[config.mk]
export PLATFORM = sky130hd
export DESIGN_NAME = branch_target_predictor
export DESIGN_NICKNAME = d
export VERILOG_FILES = /design/src/rtl/rv32i_types.sv /design/src/rtl/sat_counter2.sv /design/src/rtl/branch_target_predictor.sv
export SDC_FILE = /design/constraint.sdc
export NUM_CORES = 2
export LEC_CHECK = 0
export CAP_MARGIN = 25
export CELL_PAD_IN_SITES_DETAIL_PLACEMENT = 1
export CELL_PAD_IN_SITES_GLOBAL_PLACEMENT = 1
export CORE_ASPECT_RATIO = 1.5
export CORE_UTILIZATION = 55
export CTS_BUF_LIST = sky130_fd_sc_hd__clkbuf_8
export DETAILED_ROUTE_END_ITERATION = 8
export PLACE_DENSITY_LB_ADDON = 0.1
export REMOVE_ABC_BUFFERS = 1
export SLEW_MARGIN = 20
export SYNTH_ARGS = -nofsm -noshare
export SYNTH_HDL_FRONTEND = slang
export SYNTH_HIERARCHICAL = 1
export SYNTH_SLANG_ARGS = --single-unit
export TNS_END_PERCENT = 10
[constraint.sdc]
create_clock -name clk -period 5.4 [get_ports clk]
set_clock_uncertainty 0.15 [all_clocks]
set_input_delay 0.81 -clock clk [delete_from_list [all_inputs] [get_ports clk]]
set_output_delay 0.81 -clock clk [all_outputs]
set_load 0.01 [all_outputs]
[src/rtl/rv32i_types.sv]
// rtl/rv32i_types.sv - shared RV32I opcode and branch predictor types
package rv32i_types;

    typedef enum logic [6:0] {
        op_lui   = 7'b0110111,
        op_auipc = 7'b0010111,
        op_jal   = 7'b1101111,
        op_jalr  = 7'b1100111,
        op_br    = 7'b1100011,
        op_load  = 7'b0000011,
        op_store = 7'b0100011,
        op_imm   = 7'b0010011,
        op_reg   = 7'b0110011,
        op_csr   = 7'b1110011
    } rv32i_opcode;

    typedef enum logic [1:0] {
        SNT = 2'b00,
        WNT = 2'b01,
        WT  = 2'b10,
        ST  = 2'b11
    } bp_counter_t;

    localparam int BTB_NUM_ENTRIES = 32;

    function automatic logic is_ctrl_flow(input rv32i_opcode op);
        return (op == op_br) || (op == op_jal) || (op == op_jalr);
    endfunction

endpackage

[src/rtl/sat_counter2.sv]
// rtl/sat_counter2.sv - 2-bit saturating counter next-state function
module sat_counter2 (
    input  logic [1:0] count,
    input  logic       taken,
    output logic [1:0] next_count
);

    always_comb begin
        next_count = count;
        if (taken) begin
            if (count != 2'b11) next_count = count + 2'b01;
        end else begin
            if (count != 2'b00) next_count = count - 2'b01;
        end
    end

endmodule

[src/rtl/branch_target_predictor.sv]
// rtl/branch_target_predictor.sv - direct-mapped BTB with 2-bit direction counters
module branch_target_predictor
    import rv32i_types::*;
#(
    parameter int NUM_ENTRIES = BTB_NUM_ENTRIES,
    parameter int IDX_W       = $clog2(NUM_ENTRIES)
) (
    input  logic        clk,
    input  logic        rst,
    input  logic [31:0] fetch_pc,
    output logic        prediction,
    output logic [31:0] btb_out,
    input  logic        upd_valid,
    input  rv32i_opcode upd_opcode,
    input  logic [31:0] upd_pc,
    input  logic        upd_taken,
    input  logic [31:0] upd_target,
    input  logic        upd_mispredict,
    output logic [31:0] br_count,
    output logic [31:0] mispredict_count
);

    localparam int TAG_W = 30 - IDX_W;

    logic              valid_q  [NUM_ENTRIES];
    logic [TAG_W-1:0]  tag_q    [NUM_ENTRIES];
    logic [31:0]       target_q [NUM_ENTRIES];
    bp_counter_t       ctr_q    [NUM_ENTRIES];

    logic [IDX_W-1:0]  fetch_idx;
    logic [TAG_W-1:0]  fetch_tag;
    logic              fetch_hit;

    logic [IDX_W-1:0]  upd_idx;
    logic [TAG_W-1:0]  upd_tag;
    logic              upd_en;
    logic              upd_hit;
    logic              upd_is_jump;
    logic [1:0]        sat_next;
    bp_counter_t       new_ctr;
    logic [31:0]       new_target;

    assign fetch_idx = fetch_pc[IDX_W+1:2];
    assign fetch_tag = fetch_pc[31:IDX_W+2];
    assign fetch_hit = valid_q[fetch_idx] && (tag_q[fetch_idx] == fetch_tag);

    assign prediction = fetch_hit && ctr_q[fetch_idx][1];
    assign btb_out    = prediction ? target_q[fetch_idx] : fetch_pc + 32'd4;

    assign upd_idx     = upd_pc[IDX_W+1:2];
    assign upd_tag     = upd_pc[31:IDX_W+2];
    assign upd_en      = upd_valid && is_ctrl_flow(upd_opcode);
    assign upd_hit     = valid_q[upd_idx] && (tag_q[upd_idx] == upd_tag);
    assign upd_is_jump = (upd_opcode == op_jal) || (upd_opcode == op_jalr);

    sat_counter2 u_sat_counter2 (
        .count      (ctr_q[upd_idx]),
        .taken      (upd_taken),
        .next_count (sat_next)
    );

    always_comb begin
        new_ctr    = ctr_q[upd_idx];
        new_target = target_q[upd_idx];
        if (upd_is_jump) begin
            new_ctr = ST;
        end else if (upd_hit) begin
            new_ctr = bp_counter_t'(sat_next);
        end else begin
            new_ctr = upd_taken ? WT : WNT;
        end
        // A hit keeps the old target on a not-taken branch; a miss always installs.
        if (!upd_hit || upd_taken) begin
            new_target = upd_target;
        end
    end

    always_ff @(posedge clk) begin
        if (rst) begin
            for (int i = 0; i < NUM_ENTRIES; i++) begin
                valid_q[i]  <= 1'b0;
                tag_q[i]    <= '0;
                target_q[i] <= '0;
                ctr_q[i]    <= WNT;
            end
            br_count         <= '0;
            mispredict_count <= '0;
        end else if (upd_en) begin
            valid_q[upd_idx]  <= 1'b1;
            tag_q[upd_idx]    <= upd_tag;
            target_q[upd_idx] <= new_target;
            ctr_q[upd_idx]    <= new_ctr;
            if (br_count != 32'hFFFF_FFFF) begin
                br_count <= br_count + 32'd1;
            end
            if (upd_mispredict && (mispredict_count != 32'hFFFF_FFFF)) begin
                mispredict_count <= mispredict_count + 32'd1;
            end
        end
    end

endmodule

==> reports/metrics.csv <==
stage,metric,value,unit
logic_synthesis,async_flop_share,0,%
flow_run,cap_violations,0,
logic_synthesis,ys_warn_count,6,
worst_setup_path,cp-end-kind,output pin,
worst_setup_path,r2r_setup_slack,0.87,ns
logic_synthesis,synth_area_per_cell,14.3,um^2
timing,rsz0062_at_grt,yes,
worst_setup_path,r2r_end,target_q[21][4],
logic_synthesis,synth_edf_count,1888,
timing,clock.fmax,181,MHz
logic_synthesis,yosysSeqAreaShare,58.9,%
placement,dp_hpwl,250000,um
floorplan,rows,190,
route,ant_nets,0,
logic_synthesis,syn_area,99500,um^2
global_route,grt.overflow.total,0,
route,viasPerCell,6.96,
run_status,outcome,"finished, violations left",
power,peakVddDrop,249,uV
clock_network,htree_levels,5,
timing,period_needed,5.51,ns
run_status,violations,setup timing,
timing,final_hold_viol_count,0,
route,dr.pass1.iters,6,
power,power.leakage,0.0442,uW
finish,areaGrowthSynthToFinish,15.6,%
timing,relSlewSlack,20.1,%
finish,final_nets,7586,
placement,routabilityCongestion,1.04,
worst_setup_path,start_kind,primary input,
timing,setup_viol,28,
route,drt_wl_total,389000,um
worst_setup_path,reg2reg_depth,14,
finish,drive_gt1_share,25.5,%
clock_network,cts_tree,done,
clock_network,numClockSinks,1984,
route,vias,70400,
min_path,hold_end,valid_q[11],
clock_network,clk_pin_slew_worst_paths,0.06,ns
global_route,grt_max_degree,169,
placement,dp.cells,9518,
floorplan,die_w,349,um
timing,finalCritPeriodShare,102,%
global_route,grt_pass1_wl,539000,um
finish,final_util,64.2,%
route,drc,0,
logic_synthesis,synthFlopType,edfxtp_1,
worst_setup_path,arrival,4.55,ns
power,powerDensity,298,nW/um^2
route,drt-wirelength-per-cell,38.5,um
timing,fin_ws,-0.115,ns
min_path,min_path_cells,2,
global_route,antenna_found_initial,17,
logic_synthesis,yosys_register_bits,1984,
worst_setup_path,critPathRequiredTime,4.44,ns
floorplan,die_h,523,um
clock_network,insertion_delay,0.99,ns
finish,final_cells,10100,
floorplan,start_util,55.6,%
clock_network,clock_path_buffers,4,
worst_setup_path,worst-setup-path-type,primary input to output pin,
clock_network,cts_buffers,315,
placement,port_buffers,202,
route,first_iter_violations,9427,
floorplan,io_pins,205,
floorplan,core_area,179000,um^2
clock_network,holdBufCountCts,0,
finish,fillers,16500,
min_path,min_from,valid_q[11],
global_route,grtUsageTotal,42.4,%
min_path,hold_path.class,register to register,
global_route,grt_pass1_vias,73200,
logic_synthesis,syn_inst,6935,
timing,tightest_slew,1.20,ns
logic_synthesis,synth_cell_types,80,
worst_setup_path,path_max_fanout,9,
clock_network,cts_root_buf,clkbuf_8,
finish,multi_input_area,37500,um^2
floorplan,die-area,183000,um^2
timing,drv_slew,0,
worst_setup_path,reg2reg_from,tag_q[19][20],
finish,seq_area,58600,um^2
repair_timing:
| action | 4_1_cts | 5_1_grt |
|---|---|---|
| endpoints found under the setup margin | 33 | 33 |
| pin swaps | 16 | 19 |
| cloned | 6 | 1 |
| buffers inserted | 12 | 20 |
| gates resized for setup | 225 | 63 |
worst max-delay path: stages:
cell,delay [ns]
buf_4,0.17
buf_4,0.18
nor2b_4,0.24
buf_6,0.28
buf_4,0.28
a22o_1,0.21
nor3_2,0.05
buf_4,0.14
o21a_1,0.23
nor4b_4,0.33
buf_4,0.19
nand4_1,0.15
nor4_4,0.35
buf_4,0.18
buf_12,0.15
buf_8,0.14
buf_16,0.12
buf_6,0.10
a21oi_2,0.05
buf_2,0.15
report_power, final:
group | switching (uW) | internal [uW]
combinational | 2560 | 1640
sequential | 332 | 17500
clock | 6250 | 5990
per-layer routing:
metal,vias to the layer above,global-route usage [%],wire [um]
li1,27600,-,-
met1,36000,48.8,126000
met2,5189,68.3,185000
met3,1587,9.41,41100
met4,10,34.2,37100
met5,-,0,69
Yosys cell counts, types with 6 or more instances:
| master | number | share of area (%) |
|---|---|---|
| edfxtp_1 | 1888 | 57 |
| and2_1 | 1039 | 6.5 |
| and3_1 | 839 | 5.3 |
| mux4_2 | 521 | 12 |
| mux2i_1 | 472 | 4.8 |
| clkbuf_1 | 471 | 1.8 |
| o22ai_1 | 172 | 1.1 |
| nor2_1 | 153 | 0.58 |
| nand2_1 | 124 | 0.47 |
| buf_6 | 113 | 1.3 |
| dfxtp_1 | 96 | 1.9 |
| nand3_1 | 96 | 0.48 |
| buf_2 | 90 | 0.45 |
| xor2_1 | 61 | 0.54 |
| o21ai_0 | 60 | 0.30 |
| a22oi_1 | 51 | 0.38 |
| a21oi_1 | 50 | 0.25 |
| inv_1 | 47 | 0.18 |
| nor4_1 | 44 | 0.28 |
| nand2b_1 | 43 | 0.27 |
| buf_4 | 41 | 0.31 |
| xnor2_1 | 35 | 0.31 |
| nand4_1 | 31 | 0.20 |
| o221ai_1 | 31 | 0.27 |
| nor2_8 | 30 | 0.60 |
| or2_1 | 30 | 0.19 |
| buf_1 | 29 | 0.11 |
| a211oi_1 | 26 | 0.20 |
| a22o_1 | 20 | 0.18 |
| or3_1 | 20 | 0.13 |
| mux2_2 | 19 | 0.22 |
| nor3_1 | 18 | 0.091 |
| or4_1 | 15 | 0.11 |
| a221oi_1 | 13 | 0.11 |
| and4_1 | 11 | 0.097 |
| o211ai_1 | 11 | 0.083 |
| nor2b_1 | 10 | 0.063 |
| a31oi_1 | 9 | 0.057 |
| nand3b_1 | 9 | 0.068 |
| nand4bb_1 | 7 | 0.079 |
| and3b_1 | 6 | 0.053 |
| nor3b_1 | 6 | 0.045 |
area by class of cell:
type | count | share of cell area, %
Tap cell | 2400 | 2.61
Sequential cell | 1984 | 51.0
Timing Repair Buffer | 971 | 8.70
Clock inverter | 216 | 0.964
Inverter | 48 | 0.163
Clock buffer | 328 | 3.93
Multi-Input combinational cell | 4155 | 32.6
Antenna cell | 7 | 0.0152
cell usage in the layout, fill, tap and decap left out, types with 94 or more instances in the layout:
cell             netlist  routed
nand3_1               96      94
mux2i_1              472     469
clkbuf_8               0     328
and3_1               839     834
clkdlybuf4s50_1        0     154
inv_1                 47     140
and2_1              1039    1038
edfxtp_1            1888    1888
o22ai_1              172     170
buf_4                 41     573
nor2_1               153     144
nand2_1              124     124
dfxtp_1               96      96
mux4_2               521     521
buf_12                 4     162
worst max path at each step:
stage,start,end,slack [ns],depth (start not counted)
3_3_place_gp,fetch_pc[2],btb_out[14],-1.43,14
4_1_cts,tag_q[4][1],btb_out[17],-0.20,15
6_report,fetch_pc[5],btb_out[19],-0.11,20
5_1_grt,tag_q[23][19],btb_out[19],-0.1,14
2_1_floorplan,upd_opcode[4],target_q[10][0],-11.17,6
3_5_place_dp,fetch_pc[2],btb_out[14],-1.38,14
metrics by stage:
stage	total power, uW	hold WS (ns)	instance area (um^2)	worst slack (ns)	setup TNS [ns]
finish	34300	0.353	115000	-0.115	-1.01
global placement	22000	0.322	108000	-1.43	-323.86
CTS	34100	0.338	114000	-0.204	-4.26
detailed placement	22100	0.334	108000	-1.38	-464.54
floorplan	19600	0.296	95500	-11.17	-
global route	35000	0.380	115000	-0.0991	-0.713
logic make-up after synthesis:
logic type	after synthesis	synth area share (%)
and+or+nand+nor	2568	16.0
DFF	1984	58.9
muxes	1012	16.8
buffers and inverters	796	4.19
AOI/OAI and AO/OA	474	3.21
xor gates and xnor gates	96	0.845
adders and majority gates	5	0.0604
state kept, by name, indices dropped and copies added, names as in the netlist:
name and count:
target_q 1024, tag_q 800, ctr_q 64, br_count 32
mispredict_count 32, valid_q 32
No activity file was read; power rests on OpenSTA's default activity.
